**src/rtl/obi_ram_bridge.sv**
```systemverilog
// OBI data-port bridge: routes core accesses to a dual-port RAM port B or to
// console / exit / out-of-bounds MMIO handling, with single-cycle responses.
module obi_ram_bridge #(
    parameter int unsigned ADDR_WIDTH   = 22,
    parameter int unsigned MAXBLKSIZE   = 17,
    parameter logic [31:0] CONSOLE_ADDR = 32'h2000_0000,
    parameter logic [31:0] EXIT_ADDR    = 32'h2000_0004
) (
    input  logic                  clk_i,
    input  logic                  rst_ni,

    input  logic                  data_req_i,
    output logic                  data_gnt_o,
    input  logic [31:0]           data_addr_i,
    input  logic                  data_we_i,
    input  logic [3:0]            data_be_i,
    input  logic [31:0]           data_wdata_i,
    output logic                  data_rvalid_o,
    output logic [31:0]           data_rdata_o,

    output logic                  ram_en_o,
    output logic [ADDR_WIDTH-1:0] ram_addr_o,
    output logic                  ram_we_o,
    output logic [3:0]            ram_be_o,
    output logic [31:0]           ram_wdata_o,
    input  logic [31:0]           ram_rdata_i,

    output logic                  putc_valid_o,
    output logic [7:0]            putc_data_o,
    input  logic                  putc_ready_i,
    output logic                  exit_valid_o,
    output logic [31:0]           exit_code_o,
    output logic                  oob_o
);

    localparam int unsigned RamShift = MAXBLKSIZE + 2;

    typedef enum logic [1:0] {RspNone, RspRam, RspReg} rsp_e;
    typedef enum logic {ConEmpty, ConFull} con_e;

    logic        is_ram, is_con, is_exit, is_oob;
    logic        granted, con_wr;
    rsp_e        rsp_q, rsp_d;
    logic        rvalid_q;
    logic [31:0] reg_q, reg_d;
    con_e        con_q, con_d;
    logic [7:0]  putc_data_q, putc_data_d;
    logic        exit_valid_q;
    logic [31:0] exit_code_q;
    logic        oob_q;

    // RAM decode takes priority; MMIO addresses sit above the RAM window.
    always_comb begin
        is_ram  = (data_addr_i >> RamShift) == 32'd0;
        is_con  = !is_ram && (data_addr_i == CONSOLE_ADDR);
        is_exit = !is_ram && (data_addr_i == EXIT_ADDR);
        is_oob  = !is_ram && !is_con && !is_exit;
    end

    // Only a console write into a full, stalled buffer is held off.
    assign data_gnt_o = !(is_con && data_we_i && (con_q == ConFull) && !putc_ready_i);
    assign granted    = data_req_i && data_gnt_o;
    assign con_wr     = granted && is_con && data_we_i;

    assign ram_en_o    = granted && is_ram;
    assign ram_addr_o  = data_addr_i[ADDR_WIDTH-1:0];
    assign ram_we_o    = data_we_i;
    assign ram_be_o    = data_be_i;
    assign ram_wdata_o = data_wdata_i;

    // Console buffer: state register
    always_ff @(posedge clk_i or negedge rst_ni) begin
        if (!rst_ni) begin
            con_q       <= ConEmpty;
            putc_data_q <= 8'h00;
        end else begin
            con_q       <= con_d;
            putc_data_q <= putc_data_d;
        end
    end

    // Console buffer: next state
    always_comb begin
        con_d       = con_q;
        putc_data_d = con_wr ? data_wdata_i[7:0] : putc_data_q;
        unique case (con_q)
            ConEmpty: if (con_wr) con_d = ConFull;
            ConFull:  if (putc_ready_i && !con_wr) con_d = ConEmpty;
            default:  con_d = ConEmpty;
        endcase
    end

    // Console buffer: outputs
    always_comb begin
        putc_valid_o = (con_q == ConFull);
        putc_data_o  = putc_data_q;
    end

    always_comb begin
        rsp_d = rsp_q;
        reg_d = reg_q;
        if (granted) begin
            rsp_d = is_ram ? RspRam : (is_oob ? RspNone : RspReg);
            reg_d = 32'd0;
            if (is_con && !data_we_i)  reg_d = {31'd0, putc_valid_o};
            if (is_exit && !data_we_i) reg_d = exit_code_q;
        end
    end

    always_ff @(posedge clk_i or negedge rst_ni) begin
        if (!rst_ni) begin
            rvalid_q     <= 1'b0;
            rsp_q        <= RspNone;
            reg_q        <= 32'd0;
            exit_valid_q <= 1'b0;
            exit_code_q  <= 32'd0;
            oob_q        <= 1'b0;
        end else begin
            rvalid_q <= granted;
            rsp_q    <= rsp_d;
            reg_q    <= reg_d;
            if (granted && is_exit && data_we_i && !exit_valid_q) begin
                exit_valid_q <= 1'b1;
                exit_code_q  <= data_wdata_i;
            end
            if (granted && is_oob) oob_q <= 1'b1;
        end
    end

    always_comb begin
        unique case (rsp_q)
            RspRam:  data_rdata_o = ram_rdata_i;
            RspReg:  data_rdata_o = reg_q;
            default: data_rdata_o = 32'd0;
        endcase
    end

    assign data_rvalid_o = rvalid_q;
    assign exit_valid_o  = exit_valid_q;
    assign exit_code_o   = exit_code_q;
    assign oob_o         = oob_q;

endmodule
```
**config.mk**
```make
export PLATFORM = sky130hd
export DESIGN_NAME = obi_ram_bridge
export DESIGN_NICKNAME = d
export VERILOG_FILES = /design/src/rtl/obi_ram_bridge.sv
export SDC_FILE = /design/constraint.sdc
export NUM_CORES = 1
export LEC_CHECK = 0
export CAP_MARGIN = 5
export CORE_AREA = 2 2 106 108
export CTS_BUF_LIST = sky130_fd_sc_hd__clkbuf_2
export CTS_CLUSTER_DIAMETER = 50
export CTS_CLUSTER_SIZE = 14
export DETAILED_ROUTE_END_ITERATION = 7
export DIE_AREA = 0 0 108 110
export PLACE_DENSITY = 0.89
export SLEW_MARGIN = 10
export SYNTH_ARGS = -nofsm -noshare
export SYNTH_HDL_FRONTEND = slang
export SYNTH_SLANG_ARGS = --single-unit
```
**constraint.sdc**
```tcl
create_clock -name clk_i -period 2.6 [get_ports clk_i]
set_input_delay 0.52 -clock clk_i [delete_from_list [all_inputs] [get_ports clk_i]]
set_output_delay 0.52 -clock clk_i [all_outputs]
set_load 0.01 [all_outputs]
```
* Yosys cells after proc, flatten, opt, wreduce, memory -nomap -nowiden
Index checks and enable logic that the tools add are counted.
** Storage, ports and cells
- Output and inout port bits :: 137
- Register bits after elaboration :: 78
- Word-level logic and storage cells :: 48
- Input bits :: 105
** Cells by class
- Equal/unequal tests :: 4
- Bitwise operators :: 1
- Reduce and logical (&&, ||, !) cells :: 27
- Muxes and demuxes :: 8
** Operators with widths (count)
- $eq A32 B30 Y1 const B :: 2
- $pmux W32 S2 :: 1
- $logic_not A32 Y1 :: 1
- $mux W32 :: 1
- $logic_and A1 B1 Y1 :: 18
- $logic_not A1 Y1 :: 8
- $mux W2 :: 2
- $mux W1 :: 3
- $eq A2 B1 Y1 const B :: 1
- $eq A2 B2 Y1 const B :: 1
- $pmux W1 S2 :: 1
- $not A1 Y1 :: 1

* Logic depth before layout (Yosys ltp)
- Word-level depth :: 14
- Mapped depth :: 5

* Least setup slack after synthesis
Ideal clock, no wire load.
- Kind :: in2out
- Start point :: input port data_addr_i[3]
- End point :: output port ram_en_o
- Path slack :: 0.383 ns
- Cell stages on the path :: 5
- Arrival :: 1.697 ns
- Data required time :: 2.080 ns
- Cells stage by stage :: nor4_2 nand4_1 o31ai_4 buf_6 nor2_1
** On the way
- Cells in the longest elaborated chain, start to end :: 8
** Ends and longest elaborated chain
- from (decl) :: RTL line 14 : input logic [31:0] data_addr_i,
- $eq A32 B30 Y1 :: RTL line 55 : is_con = !is_ram && (data_addr_i == CONSOLE_ADDR);
- $logic_and A1 B1 Y1 :: RTL line 55
- $logic_and A1 B1 Y1 (3 in a row) :: RTL line 61 : assign data_gnt_o = !(is_con && data_we_i && (con_q == ConFull) && !putc_ready_i);
- $logic_not A1 Y1 :: RTL line 61
- $logic_and A1 B1 Y1 :: RTL line 62 : assign granted = data_req_i && data_gnt_o;
- $logic_and A1 B1 Y1 :: RTL line 65 : assign ram_en_o = granted && is_ram;
- to (decl) :: RTL line 21 : output logic ram_en_o,
No other way between the ends.

* Final worst setup path
- Start point :: input port data_addr_i[6]
- End point :: output port ram_en_o
Same word-level chain as after synthesis.

==> results.json <==
{
  "outcome": "completed",
  "drive_above_1_share": 0.237,
  "slew_violations": 0,
  "timing.final.crit_share": 0.994,
  "fin_nets": 643,
  "routedWlPerCell_um": 19.0,
  "synthArstFlopShare": 1.00,
  "tightest_slew_ns": 0.465,
  "grt_pass1_wl_um": 19400,
  "die_w_um": 108,
  "fin_skew_ns": 0.0272,
  "max_freq_mhz": 387,
  "synth_cells": 334,
  "antenna_found_initial": 0,
  "grt_setup_unrepaired": "yes",
  "ys_seq_area_frac": 0.476,
  "final.min_clock_period_ns": 2.59,
  "ys_warn_count": 0,
  "die_height_um": 110,
  "place_congestion": 0.792,
  "vdd_drop_max_mv": 0.232,
  "wl_met2_um": 6520,
  "clk_path_buf_depth": 2,
  "met3_length_um": 1050,
  "synth_edf_count": 0,
  "synth_area_leaders": "dfrtp_1, buf_4, mux2_4",
  "syn_avg_cell_area_um2": 12.3,
  "syn2layout_area_growth_pct": 61.8,
  "synth_flop_cell": "dfrtp_1",
  "cts-root-buf": "clkbuf_2",
  "layout_commonest_cell": "clkdlybuf4s50_1",
  "p_int_uw": 1900,
  "finalSetupViolCount": 0,
  "r2r-start": "putc_valid_o$_DFF_PN0_",
  "htree_levels": 3,
  "overflow": 0,
  "grt_max_degree": 45,
  "cp-start-kind": "primary input",
  "reg2reg_depth": 6,
  "netlist-cell-type-count": 37,
  "crit_path_end_kind": "primary output",
  "placed_cell_area_um2": 6290,
  "pre_cts_slack_ns": -0.297,
  "r2r_slack_ns": 0.75,
  "final_cell_mix": "clkdlybuf4s50_1, dfrtp_1, nor2_1, a22o_1, mux2_4",
  "grt_pass1_vias": 3727,
  "via_count": 3467,
  "wl_met1_um": 5090,
  "drcViolationCount": 0,
  "synth_nets": 441,
  "p_per_area_nw_per_um2": 374,
  "dr.first_iter.drc_count": 109,
  "clk_pin_slew_ns": 0.21,
  "io_pins": 242,
  "fin_util": 0.621,
  "synth_top_area_share": 0.476,
  "pwr-share-clk": 0.340,
  "syn_area_um2": 4100,
  "path_class": "primary input to primary output",
  "start_util": 0.384,
  "top_layer_used": "met4",
  "final_area_um2": 6640,
  "drt-total-wl_um": 12900,
  "cp_max_fo": 2,
  "p_comb_frac": 0.170,
  "cts.sinks": 78,
  "r2r-end": "rsp_q[0]$_DFFE_PN0N_",
  "fp.dieArea_um2": 11900,
  "relSlewSlack": 0.690,
  "arrival_ns": 2.07,
  "track_usage": 0.213,
  "switchingPower_uw": 591,
  "finalHoldViolCount": 0,
  "core-area_um2": 10700,
  "rows": 38,
  "netSwitchingFraction": 0.238,
  "ant_nets": 0,
  "antenna_cells": 0,
  "cts_tree": "built",
  "p_leak_uw": 0.00306,
  "setup_ws_ns": 0.0147,
  "hp-class": "primary input to async pin",
  "drt-vias-per-instance": 5.09,
  "fin_total_pwr_uw": 2490,
  "yosysTopAreaCell": "dfrtp_1",
  "required_ns": 2.08,
  "dr.pass1.iters": 4,
  "numCtsBuffers": 9,
  "port_buffers": 233,
  "ys_seq_elements": 78,
  "hpwlAfterDp_um": 9210,
  "cap_violations": 0,
  "insertion_delay_ns": 0.49,
  "power_frac_seq": 0.490
}
per-stage QoR:
stage          instances  hold WS (ns)  TNS, ns
2_1_floorplan        334         0.224        0
3_3_place_gp         653         0.453   -0.542
3_5_place_dp         653         0.466   -0.568
4_1_cts              678         0.424   -0.146
5_1_grt              681         0.440  -0.0317
6_report             681         0.476        0
power by group through the flow:
stage          Sequential, uW  Clock [uW]  Combinational (uW)
2_1_floorplan            1240           0                 141
3_3_place_gp             1240           0                 386
3_5_place_dp             1240           0                 393
4_1_cts                  1220         878                 417
5_1_grt                  1220         926                 448
6_report                 1220         845                 423
synth_stat cells, drive strengths merged (3+ instances only):
| master | instances |
|---|---|
| nand2 | 3 |
| nor2 | 34 |
| a22oi | 32 |
| nor4 | 6 |
| a22o | 31 |
| dfrtp | 78 |
| clkbuf | 10 |
| buf | 68 |
| nand4 | 3 |
| inv | 6 |
| mux2 | 40 |
registers in the layout, indices dropped and copies added, names as in the netlist:
| register | count |
|---|---|
| reg_q | 32 |
| putc_data_o | 8 |
| data_rvalid_o | 1 |
| exit_valid_o | 1 |
| putc_valid_o | 1 |
| rsp_q | 2 |
| oob_o | 1 |
| exit_code_o | 32 |
what timing repair did:
| item | CTS | global route |
|---|---|---|
| endpoints found under the hold margin | 34 | 0 |
| gates resized for setup | 52 | 49 |
| gates cloned | 1 | 1 |
| pin swaps | 5 | 5 |
| setup buffers | 7 | 2 |
| endpoints found under the setup margin | 34 | 21 |
| hold buffers | 1 | 0 |
cell type report:
type	count	area, um2
inverters	6	22.5
clock inverters	5	106
multi-input cells	172	1690
clock buffers	11	55.1
flip-flops and latches	78	1950
repair buffers	269	2640
fillers	827	4060
well taps	140	175
worst max-delay path by stage:
stage	startpoint	to	slack, ns	cells past startpoint
floorplan	data_addr_i[3]	ram_en_o	0.38	5
global placement	data_addr_i[10]	ram_en_o	-0.29	6
detailed placement	data_addr_i[3]	ram_en_o	-0.30	6
CTS	data_addr_i[10]	ram_en_o	-0.14	7
global route	data_addr_i[6]	ram_en_o	-0.02	7
finish	data_addr_i[6]	ram_en_o	0.01	7
worst max-delay path, stage by stage:
cell,delay [ns]
clkdlybuf4s50_1,0.43
nor4_2,0.32
nand4_1,0.17
buf_4,0.18
o31ai_4,0.23
nor2_1,0.08
clkbuf_2,0.14
cells by family after synthesis:
family	synth area share
compound gates	0.141
mux	0.139
flops	0.476
buf+inv	0.143
fa+ha+maj	0.00610
simple gates	0.0954
metal layers:
| layer | vias up | GRT usage |
|---|---|---|
| met5 | - | 0 |
| met4 | 0 | 0.0824 |
| met3 | 21 | 0.0576 |
| met2 | 174 | 0.381 |
| met1 | 1707 | 0.244 |
| li1 | 1565 | - |
(Power assumes the default switching activity.)
